### src/rtl/load_store_unit.sv
// load_store_unit
//   Memory-stage load/store unit. Accepts one aligned load or store from the
//   pipeline, runs a single valid/ready bus transaction, stalls the pipeline
//   while the bus is busy, and returns an extended load result.
//   Misaligned requests are rejected in the request cycle with MisalignM.
//   A transaction that sees no bus_ready for TIMEOUT cycles is aborted
//   with BusErrM.
//
// Ports
//   clk, rst                      clock (rising edge), async active-low reset
//   MemReadM, MemWriteM           load / store request (both high = store)
//   LoadTypeM  [2:0]              000 LW, 001 LH, 010 LHU, 011 LB, 100 LBU
//   StoreTypeM [1:0]              00 SW, 01 SH, 10 SB
//   ALUResultM [31:0]             byte address
//   WriteDataM [31:0]             store data, right-aligned
//   ReadDataM  [31:0]             extended load result (valid in DONE)
//   StallM                        freeze pipeline at and upstream of Memory
//   MisalignM, BusErrM            one-cycle exception pulses
//   bus_*                         word-addressed valid/ready memory bus
//
// state | meaning
// IDLE  | waiting for a request; accepts aligned requests combinationally
// REQ   | bus_valid high, waiting for bus_ready or timeout
// DONE  | result/exception presented for one cycle, pipeline released
module load_store_unit #(
  parameter int TIMEOUT = 255
) (
  input  logic        clk,
  input  logic        rst,
  input  logic        MemReadM,
  input  logic        MemWriteM,
  input  logic [2:0]  LoadTypeM,
  input  logic [1:0]  StoreTypeM,
  input  logic [31:0] ALUResultM,
  input  logic [31:0] WriteDataM,
  output logic [31:0] ReadDataM,
  output logic        StallM,
  output logic        MisalignM,
  output logic        BusErrM,
  output logic        bus_valid,
  input  logic        bus_ready,
  output logic        bus_we,
  output logic [31:0] bus_addr,
  output logic [3:0]  bus_wstrb,
  output logic [31:0] bus_wdata,
  input  logic [31:0] bus_rdata
);

  typedef enum logic [1:0] {
    IDLE = 2'd0,
    REQ  = 2'd1,
    DONE = 2'd2
  } lsuState;

  localparam logic [7:0] CNT_LAST = 8'(TIMEOUT - 1);

  lsuState     state, nextState;

  logic        reqValid;
  logic        reqAligned;
  logic        accept;
  logic        cntLast;

  logic [31:0] addrQ;
  logic        isStoreQ;
  logic [2:0]  loadTypeQ;
  logic [1:0]  storeTypeQ;
  logic [31:0] wdataQ;
  logic [31:0] rdataQ;
  logic        errQ;
  logic [7:0]  cnt;

  logic [31:0] loadResult;
  logic [7:0]  loadByte;
  logic [15:0] loadHalf;

  assign reqValid = MemReadM | MemWriteM;

  // A simultaneous read and write is a store, so alignment follows StoreTypeM.
  always_comb begin
    reqAligned = 1'b0;
    if (MemWriteM) begin
      case (StoreTypeM)
        2'b01:   reqAligned = ~ALUResultM[0];
        2'b10:   reqAligned = 1'b1;
        default: reqAligned = (ALUResultM[1:0] == 2'b00);
      endcase
    end else begin
      case (LoadTypeM)
        3'b001, 3'b010: reqAligned = ~ALUResultM[0];
        3'b011, 3'b100: reqAligned = 1'b1;
        default:        reqAligned = (ALUResultM[1:0] == 2'b00);
      endcase
    end
  end

  // rst gates the combinational outputs so nothing escapes while held in reset.
  assign accept  = rst & (state == IDLE) & reqValid & reqAligned;
  assign cntLast = (cnt == CNT_LAST);

  // State register
  always_ff @(posedge clk or negedge rst) begin
    if (!rst) state <= IDLE;
    else      state <= nextState;
  end

  // Next-state logic; a handshake on the last counted cycle wins over timeout.
  always_comb begin
    nextState = state;
    case (state)
      IDLE:    if (accept) nextState = REQ;
      REQ:     if (bus_ready || cntLast) nextState = DONE;
      DONE:    nextState = IDLE;
      default: nextState = IDLE;
    endcase
  end

  // Request latch, timeout counter and read-data capture
  always_ff @(posedge clk or negedge rst) begin
    if (!rst) begin
      addrQ      <= '0;
      isStoreQ   <= 1'b0;
      loadTypeQ  <= '0;
      storeTypeQ <= '0;
      wdataQ     <= '0;
      rdataQ     <= '0;
      errQ       <= 1'b0;
      cnt        <= '0;
    end else begin
      if (accept) begin
        addrQ      <= ALUResultM;
        isStoreQ   <= MemWriteM;
        loadTypeQ  <= LoadTypeM;
        storeTypeQ <= StoreTypeM;
        wdataQ     <= WriteDataM;
        errQ       <= 1'b0;
        cnt        <= '0;
      end
      if (state == REQ) begin
        if (bus_ready) begin
          if (!isStoreQ) rdataQ <= bus_rdata;
        end else if (cntLast) begin
          errQ <= 1'b1;
        end else begin
          cnt <= cnt + 8'd1;
        end
      end
    end
  end

  // Lane selection and extension of the captured word
  always_comb begin
    case (addrQ[1:0])
      2'b00:   loadByte = rdataQ[7:0];
      2'b01:   loadByte = rdataQ[15:8];
      2'b10:   loadByte = rdataQ[23:16];
      default: loadByte = rdataQ[31:24];
    endcase
    loadHalf = addrQ[1] ? rdataQ[31:16] : rdataQ[15:0];
    case (loadTypeQ)
      3'b001:  loadResult = {{16{loadHalf[15]}}, loadHalf};
      3'b010:  loadResult = {16'h0000, loadHalf};
      3'b011:  loadResult = {{24{loadByte[7]}}, loadByte};
      3'b100:  loadResult = {24'h000000, loadByte};
      default: loadResult = rdataQ;
    endcase
  end

  // Outputs
  always_comb begin
    ReadDataM = '0;
    StallM    = 1'b0;
    MisalignM = 1'b0;
    BusErrM   = 1'b0;
    bus_valid = 1'b0;
    bus_we    = 1'b0;
    bus_addr  = '0;
    bus_wstrb = '0;
    bus_wdata = '0;
    case (state)
      IDLE: begin
        StallM    = accept;
        MisalignM = rst & reqValid & ~reqAligned;
      end
      REQ: begin
        StallM    = 1'b1;
        bus_valid = 1'b1;
        bus_addr  = {addrQ[31:2], 2'b00};
        bus_we    = isStoreQ;
        if (isStoreQ) begin
          case (storeTypeQ)
            2'b01: begin
              bus_wstrb = addrQ[1] ? 4'b1100 : 4'b0011;
              bus_wdata = {2{wdataQ[15:0]}};
            end
            2'b10: begin
              bus_wstrb = 4'b0001 << addrQ[1:0];
              bus_wdata = {4{wdataQ[7:0]}};
            end
            default: begin
              bus_wstrb = 4'b1111;
              bus_wdata = wdataQ;
            end
          endcase
        end
      end
      DONE: begin
        BusErrM = errQ;
        if (!errQ && !isStoreQ) ReadDataM = loadResult;
      end
      default: ;
    endcase
  end

endmodule
### config.mk
export PLATFORM = sky130hd
export DESIGN_NAME = load_store_unit
export DESIGN_NICKNAME = d
export VERILOG_FILES = /design/src/rtl/load_store_unit.sv
export SDC_FILE = /design/constraint.sdc
export NUM_CORES = 1
export LEC_CHECK = 0
export ABC_CLOCK_PERIOD_IN_PS = 2200
export CAP_MARGIN = 10
export CORE_ASPECT_RATIO = 2
export CORE_MARGIN = 2
export CORE_UTILIZATION = 45
export DETAILED_ROUTE_END_ITERATION = 7
export PLACE_DENSITY_LB_ADDON = 0.08
export SYNTH_ARGS = -nofsm -noshare
export SYNTH_HDL_FRONTEND = slang
export SYNTH_SLANG_ARGS = --single-unit
### constraint.sdc
create_clock -name clk -period 2.2 [get_ports clk]
set_clock_uncertainty 0.05 [all_clocks]
set_input_delay 0.22 -clock clk [delete_from_list [all_inputs] [get_ports clk]]
set_output_delay 0.22 -clock clk [all_outputs]
set_load 0.01 [all_outputs]
; ---- Yosys cells after proc, flatten, opt, wreduce, memory -nomap -nowiden
; Index checks and enable logic that the tools add are counted.
[word_totals]
regBits = 113
out_inout_bits = 105
wordCells = 82
[classes]
addsub = 1
eq_ne = 19
shift = 1
mux = 32
bitwise = 9
n_reduce_logical = 11
[op_table]
columns = cell, count
row1 = $mux W32, 5
row2 = $pmux W32 S4, 1
row3 = $pmux W32 S2, 1
row4 = $mux W8, 4
row5 = $pmux W8 S3, 1
row6 = $mux W16, 1
row7 = $eq A3 B2 Y1 const B, 4
row8 = $mux W4, 3
row9 = $mux W1, 9
row10 = $add A8 B1 Y8 const B, 1
row11 = $eq A2 B1 Y1 const B, 4
row12 = $eq A2 B2 Y1 const B, 4
row13 = $eq A8 B8 Y1 const B, 1
row14 = $pmux W4 S2, 1
row15 = $eq A3 B1 Y1 const B, 2
row16 = $eq A3 B3 Y1 const B, 2
row17 = $logic_not A2 Y1, 3
row18 = $pmux W1 S2, 3
row19 = $and A1 B1 Y1, 5
row20 = $mux W2, 2
row21 = $ne A2 B2 Y1 const B, 2
row22 = $pmux W2 S2, 1
row23 = $reduce_or A2 Y1, 2
row24 = $shl A1 B2 Y4 const A, 1
row25 = other kinds (7), 10

; ---- Depth between registers and ports, before layout
; Gate-level depths: netlist (run 1).
[depth]
ltp_word = 9
depth_mapped = 9
depth_no_buf = 7

; ---- Least setup slack after synthesis (run 1)
; OpenSTA, ideal clock, no wires.
[synth_timing]
path_kind = in2out
startpoint = in StoreTypeM[0]
endpoint = out StallM
arrival_time_ps = 1683
t_required_ps = 1930
path_slack_ps = 247
cell_stages = 8
path_buffers = 2
cell_sequence = inv_1 > ha_1 > o21ai_0 > o22ai_1 > a32o_1 > buf_4 > buf_6 > or2_2
[synth_via]
elab_chain_len = 5
word_cells_on_any_way = 6
[synth_lines]
columns = element, line
row1 = "start, declared", 33  ; input logic [1:0] StoreTypeM,
row2 = $eq A2 B2 Y1 / $eq A2 B1 Y1 (equally long branches), 83  ; case (StoreTypeM)
row3 = $pmux W1 S2 *, 83
row4 = $mux W1 *, 82  ; if (MemWriteM) begin
row5 = $and A1 B1 Y1 *, 98  ; assign accept = rst & (state == IDLE) & reqValid & reqAligned;
row6 = $pmux W1 S2 *, 180  ; case (state)
row7 = "end, declared", 37  ; output logic StallM,
; Mark *: on every way between the ends. The rest lies on a longest branch, timed or not.

; ---- Final worst setup path (run 1)
[layout_timing]
startpoint = reg addrQ[0]
endpoint = out ReadDataM[21]
[layout_via]
elab_chain_len = 5
word_cells_on_any_way = 7
[layout_lines]
columns = element, line
row1 = "start, declared", 64  ; logic [31:0] addrQ;
row2 = "start signal, assigned", 131  ; addrQ <= ALUResultM;
row3 = $eq A2 B2 Y1 (tied with other cells), 153  ; case (addrQ[1:0])
row4 = $pmux W8 S3 *, 153
row5 = $pmux W32 S4 *, 160  ; case (loadTypeQ)
row6 = $mux W32 *, 209  ; if (!errQ && !isStoreQ) ReadDataM = loadResult;
row7 = $mux W32 *, 180
row8 = "end, declared", 36  ; output logic [31:0] ReadDataM,
; Marks and branches as above.

==> impl_metrics.ini, run 1 <==
[worst_setup_path]
crit_path_end_kind = output port
worstPathRequired_ns = 1.93
critical_path_class = reg -> out
critical_path.max_fanout = 8
worst_ep_arrival_time_ns = 2.24
crit_path_frequent_cell = nor2_2
r2r_end = wdataQ[21]
worst_setup_path_start_kind = flip-flop
cpPeakStageDelay_ns = 0.53
r2r_start = state[1]
slowest_stage = mux4_2
critPathTopFamily = multiplexers
cp_cell_sequence = mux4_2, nor2_2, a31oi_1, o221ai_2, buf_4, buf_12, nor2_2, buf_2
cp.buffers_inverters = 3
r2r_slack_ns = 0.10
reg2regPathDepth = 7

[yosys]
synth_top_cell_area_share_pct = 43.2
ys_top_cells_by_count = 113 x dfrtp_1, 104 x nor2_1, 67 x mux2_4
ys_ff_latch = 113
yosys.cell_count.top_type = dfrtp_1
syn_avg_cell_area_um2 = 10.6
syn_inst = 616
synth_seq_area_share_pct = 43.2
yosys_warnings = 0
synth_area_mm2 = 0.00654
yosys.area.top_type = dfrtp_1
ys.flop_type = dfrtp_1
async_flop_share_pct = 100
netlist_top_cells_area = dfrtp_1 43%, mux2_4 15%, nor2_1 6.0%, mux2_2 5.3%, and2_1 3.0%
synth.distinct_cells = 52
synth_edf_count = 0

[sta]
hold_violations = 0
finalSetupTns_ns = -6.02
slew-limit-headroom_pct = 36.2
holdWs_ns = 0.293
slew_violations = 0
finalCritPeriodShare_pct = 114
min_period_ns = 2.51
setup_slack_ns = -0.306
worst_slew_pin_slew_ns = 0.956
fmax_mhz = 399
rsz0062_at_grt = true
setup_viol_count_final = 30

[route]
vias = 5843
drc = 0
post_drt_wl_per_cell_um = 18.5
routed_wl_um = 20400
drt_pass1_iterations = 4
drt_iter0_drc = 248
final_antenna_net_count = 0
post_drt_via_cell_ratio = 5.30

[cells_and_area]
nets = 1008
regArea_mm2 = 0.00283
design_area_mm2 = 0.0102
num-fill-cells = 1141
postLayoutCoreUtil_pct = 71.2
layout-drive-gt1-share_pct = 42.7
final_cells = 1102
syn2layout_area_growth_pct = 55.3
multiInputGateArea_mm2 = 0.00373

[global_route]
grt_pass1_wl_um = 31500
first_global_vias = 6275
grt_overflow = 0
grt_max_degree = 70
antenna_found_initial = 1
grt_usage_pct = 26.5

[clocking]
cts_tree = done
path_clk_slew_ns = 0.05
clk_latency_ns = 0.41
htreeDepth = 4
cts-root-buf = clkbuf_16
cts_buffers = 17
clock_sinks = 113
cts_buffer_depth = 2

[min_path]
hold_start = StoreTypeM[0]
holdPathEnd = storeTypeQ[0]
hp-class = in -> reg
holdPathStages = 4

[place]
routabilityCongestion = 0.933
dp_hpwl_um = 14200
preCtsSetupSlack_ns = -0.512
port_buffers = 208
placed_cell_area_mm2 = 0.00916
placedCellCount = 1038

[die]
die-width_um = 89.2
rows = 62
dieArea_mm2 = 0.0156
core_area_mm2 = 0.0143
start_util_pct = 45.8
num_io_pins = 211
die_y_um = 174

[power_and_ir_drop]
power.total_mw = 13.5
leakage_nw = 4.74
power_per_cell_area_mw_per_mm2 = 1330
vdd_ir_drop_max_mv = 0.762

[run]
maxCapViolCount = 0

[outcome]
status = finished, violations left
violations = negative setup slack
==> where the power goes <==
group	internal [mW]	switching (mW)
Sequential	2.99	0.795
Combinational	3.74	3.12
Clock	1.84	1.01
Total	8.58	4.92
==> how the worst max path moves through the flow <==
stage | startpoint | endpoint | depth (start not counted) | slack (ns)
finish | addrQ[0] | ReadDataM[21] | 8 | -0.31
global route | addrQ[0] | ReadDataM[21] | 8 | -0.39
CTS | addrQ[0] | ReadDataM[8] | 5 | -0.41
detailed placement | StoreTypeM[0] | StallM | 8 | -0.51
global placement | StoreTypeM[0] | StallM | 8 | -0.54
floorplan | StoreTypeM[0] | StallM | 8 | 0.25
==> final cells by class <==
cell class,instances,share of cell area [%]
Sequential cell,113,27.8
Multi-Input combinational cell,442,36.8
Tap cell,192,2.37
Clock buffer,19,4.46
Inverter,18,0.838
Timing Repair Buffer,304,26.1
Antenna cell,1,0.0246
Clock inverter,13,1.58
==> flip-flops by register name (all words and copies together), names as in the netlist <==
name        cells
rdataQ         32
state           2
wdataQ         32
cnt             8
isStoreQ        1
errQ            1
addrQ          32
loadTypeQ       3
storeTypeQ      2
==> placed cells by master, fill, tap and decap left out, types with 4 or more instances in the layout <==
cell             instances
and2_1                  31
dfrtp_1                113
clkdlybuf4s15_1          4
o221a_4                  5
o21ai_0                 12
clkbuf_2                24
clkinvlp_4               5
a22oi_2                  8
nor2_1                  76
nand2_1                 25
mux2_2                  31
nor3_1                   4
clkdlybuf4s50_1        103
mux2_4                  67
nor2_4                   4
inv_2                    4
buf_2                   35
and3_1                  10
clkdlybuf4s15_2          4
inv_1                   11
maj3_2                   8
a21oi_1                 23
a21oi_2                  8
nand3_1                 13
clkbuf_16               18
nor2_2                  24
a22oi_1                 14
buf_4                   73
dlygate4sd2_1           34
a211o_1                  7
buf_12                   6
mux2i_1                 10
buf_6                   15
==> kinds of logic after synthesis <==
| group | count (synthesis) | synth area share (%) |
|---|---|---|
| DFF | 113 | 43.2 |
| xor gates and xnor gates | 4 | 0.823 |
| muxes | 110 | 22.8 |
| AOI/OAI and AO/OA | 99 | 10.4 |
| adders and majority gates | 14 | 2.37 |
| and+or+nand+nor | 213 | 15.5 |
| buffers and inverters | 62 | 4.86 |
| other | 1 | 0.0573 |
==> metal layers <==
layer / GRT usage, % / wire (um) / part of all wire, %
met5: 0 / 0 / 0
met1: 27.8 / 7230 / 35
met3: 5.89 / 1080 / 5.3
met4: 13.1 / 931 / 4.6
met2: 47.7 / 11200 / 55
==> timing repair <==
item	in CTS	in global routing
hold endpoints to repair	44	0
gates cloned	3	0
pin swaps	28	25
hold buffers	1	0
buffers inserted	14	15
setup endpoints to repair	109	66
resized for setup	304	96
==> worst min-delay path, delay by kind of cell <==
kind                   cells  cell delay (ns)
buffers and inverters      3             0.43
muxes                      1             0.06
(Power assumes the default switching activity.)
==> run 2: changes to the inputs <==
Settings changed: ABC_AREA set to 1, CAP_MARGIN 10 to 5.
==> run 2 against run 1 <==
Effect of this change:
- the flow still finishes with violations (negative setup slack)
- power decreased by 0.12%
- sequential share of layout area about the same
- non-clock buffer count shrank 11
- largest cell class unchanged
==> impl_metrics.ini, run 2 <==
[outcome]
status = finished, violations left
violations = negative setup slack

[clocking]
cts_buffers = 17
clock_sinks = 113
cts-root-buf = clkbuf_16
htreeDepth = 4
path_clk_slew_ns = 0.06
cts_tree = done
cts_buffer_depth = 2
clk_latency_ns = 0.41

[worst_setup_path]
critPathTopFamily = simple AND/OR/NAND/NOR gates
crit_path_frequent_cell = nand2_4
cpPeakStageDelay_ns = 0.44
slowest_stage = dfrtp_1
reg2regPathDepth = 9
cp.buffers_inverters = 3
worst_setup_path_start_kind = flip-flop
crit_path_end_kind = output port
worst_ep_arrival_time_ns = 2.02
critical_path.max_fanout = 6
cp_cell_sequence = or2_4, o21ai_2, nand2_4, nand3b_4, nand2_4, nand2_4, buf_8, buf_12, nor2_4, buf_6
worstPathRequired_ns = 1.93
worst-path-stages = 10
critical_path_class = reg -> out

[yosys]
ys_ff_latch = 113
yosys.cell_count.top_type = nand2_1
synth_seq_area_share_pct = 45.4
yosys_warnings = 0
synth_edf_count = 0
async_flop_share_pct = 100
synth_area_mm2 = 0.00623
netlist_top_cells_area = dfrtp_1 45%, nand2_1 17%, nor2_1 8.5%, inv_1 4.6%, mux2_2 4.5%
ys.flop_type = dfrtp_1
synth.distinct_cells = 31
synth_top_cell_area_share_pct = 45.4
syn_avg_cell_area_um2 = 7.24
yosys.area.top_type = dfrtp_1
ys_top_cells_by_count = 283 x nand2_1, 141 x nor2_1, 113 x dfrtp_1
syn_inst = 861

[route]
drc = 0
routed_wl_um = 22400
vias = 6661
post_drt_via_cell_ratio = 5.12
final_antenna_net_count = 0
post_drt_wl_per_cell_um = 17.2
drt_pass1_iterations = 5
drt_iter0_drc = 361

[global_route]
grt_pass1_wl_um = 33100
antenna_found_initial = 0
grt_overflow = 0
first_global_vias = 6591
grt_max_degree = 114
grt_usage_pct = 29.2

[die]
dieArea_mm2 = 0.0149
die_y_um = 170
core_area_mm2 = 0.0135
num_io_pins = 211
rows = 60
die-width_um = 87.2
start_util_pct = 46.1

[cells_and_area]
layout-drive-gt1-share_pct = 28.4
nets = 1245
postLayoutCoreUtil_pct = 75.2
layout_commonest_cell = nand2_1
num_antenna_cells = 0
final_cell_mix = 276 x nand2_1, 136 x clkdlybuf4s50_1, 111 x nor2_1, 109 x dfrtp_1, 68 x inv_1
design_area_mm2 = 0.0102
syn2layout_area_growth_pct = 63.1
reg_top3 = addrQ (32), rdataQ (32), wdataQ (32)
final_cells = 1301

[power_and_ir_drop]
pwr-share-seq_pct = 28.6
p_switching_mw = 5.74
p_int_mw = 7.74
power.total_mw = 13.5
leakage_nw = 5.03
power_per_cell_area_mw_per_mm2 = 1330
combPwrFrac_pct = 51.0
swShare_pct = 42.6
power_frac_clock_pct = 20.5
vdd_ir_drop_max_mv = 0.735

[place]
placed_cell_area_mm2 = 0.00882
placedCellCount = 1238
routabilityCongestion = 0.969
port_buffers = 208
dp_hpwl_um = 15000

[sta]
slew_violations = 0
min_period_ns = 2.29
holdWs_ns = 0.287
hold_violations = 0
fmax_mhz = 436
worst_slew_pin_slew_ns = 0.651
finalCritPeriodShare_pct = 104
slew-limit-headroom_pct = 56.6
setup_slack_ns = -0.0949
setup_viol_count_final = 19
rsz0062_at_grt = true

[min_path]
holdPathStages = 3
hp-class = in -> reg

[run]
maxCapViolCount = 0
[run 2: cell count changes in the layout (fill, tap and decap cells not counted), moves of 23 or more]
cell / change
nor2_1: +35
inv_1: +57
nand2_1: +251
buf_4: -29
clkdlybuf4s50_1: +33
dlygate4sd2_1: -23
mux2_4: -67
and2_1: -31
[run 2: cell families (layout without fill, tap and decap cells)]
logic type                 after synthesis  after routing  synth area share (%)
AOI/OAI and AO/OA                      116            116                  9.51
xor gates and xnor gates                 4              4                 0.562
adders and majority gates                6              6                  1.20
buffers and inverters                  123            406                  8.39
DFF                                    113            113                  45.4
muxes                                   25             25                  4.52
other                                    1              2                0.0602
and+or+nand+nor                        473            474                  30.4
[run 2: worst min-delay path, cell delays in order]
cell,delay [ns]
clkdlybuf4s50_1,0.39
nand2_1,0.06
nand2_1,0.04
[run 2: path summary, 6_finish.rpt]
check	from	end	slack, ns
worst min register to register	addrQ[6]	addrQ[6]	0.43
worst max register to register	cnt[0]	cnt[3]	0.46
worst min-delay path	ALUResultM[17]	addrQ[17]	0.29
min in group asynchronous	rst	addrQ[27]	0.41
max in group asynchronous	rst	rdataQ[23]	1.13
worst max-delay path	rdataQ[15]	ReadDataM[24]	-0.09
[run 2: final cells by class]
type	count	area [um2]
fill	1026	3350
multi-input combinational	627	3490
clock buffer	17	425
clock inverter	15	160
timing repair buffer	293	2750
sequential	113	2830
tap	155	194
inverter	81	322
[run 2: what timing repair did]
action	in CTS	in global routing
setup endpoints to repair	71	87
hold endpoints to repair	113	0
gates resized for setup	291	174
hold buffers	1	0
pin swaps	12	26
gates cloned	2	2
buffers inserted	28	4
[run 2: metrics by stage]
stage          setup slack, ns  setup TNS [ns]
4_1_cts                 -0.175           -2.24
6_report               -0.0949          -0.861
5_1_grt                 -0.151           -2.92
3_5_place_dp           -0.0600          -0.428
3_3_place_gp           -0.0579          -0.166
2_1_floorplan            0.359               0
[run 2: power groups by stage]
stage	Sequential, mW	Clock (mW)	Combinational (mW)
4_1_cts	3.71	2.81	5.60
2_1_floorplan	3.41	0	2.98
5_1_grt	3.94	2.88	7.44
6_report	3.85	2.76	6.87
3_5_place_dp	3.68	0	5.08
3_3_place_gp	3.69	0	5.03
[run 2: layer usage]
metal	vias to the layer above	GRT usage [%]	part of all wire (%)
li1	3230	-	-
met1	3115	29.9	34
met2	252	53.5	55
met3	64	6.01	5.3
met4	0	16.0	5.3
met5	-	0	0
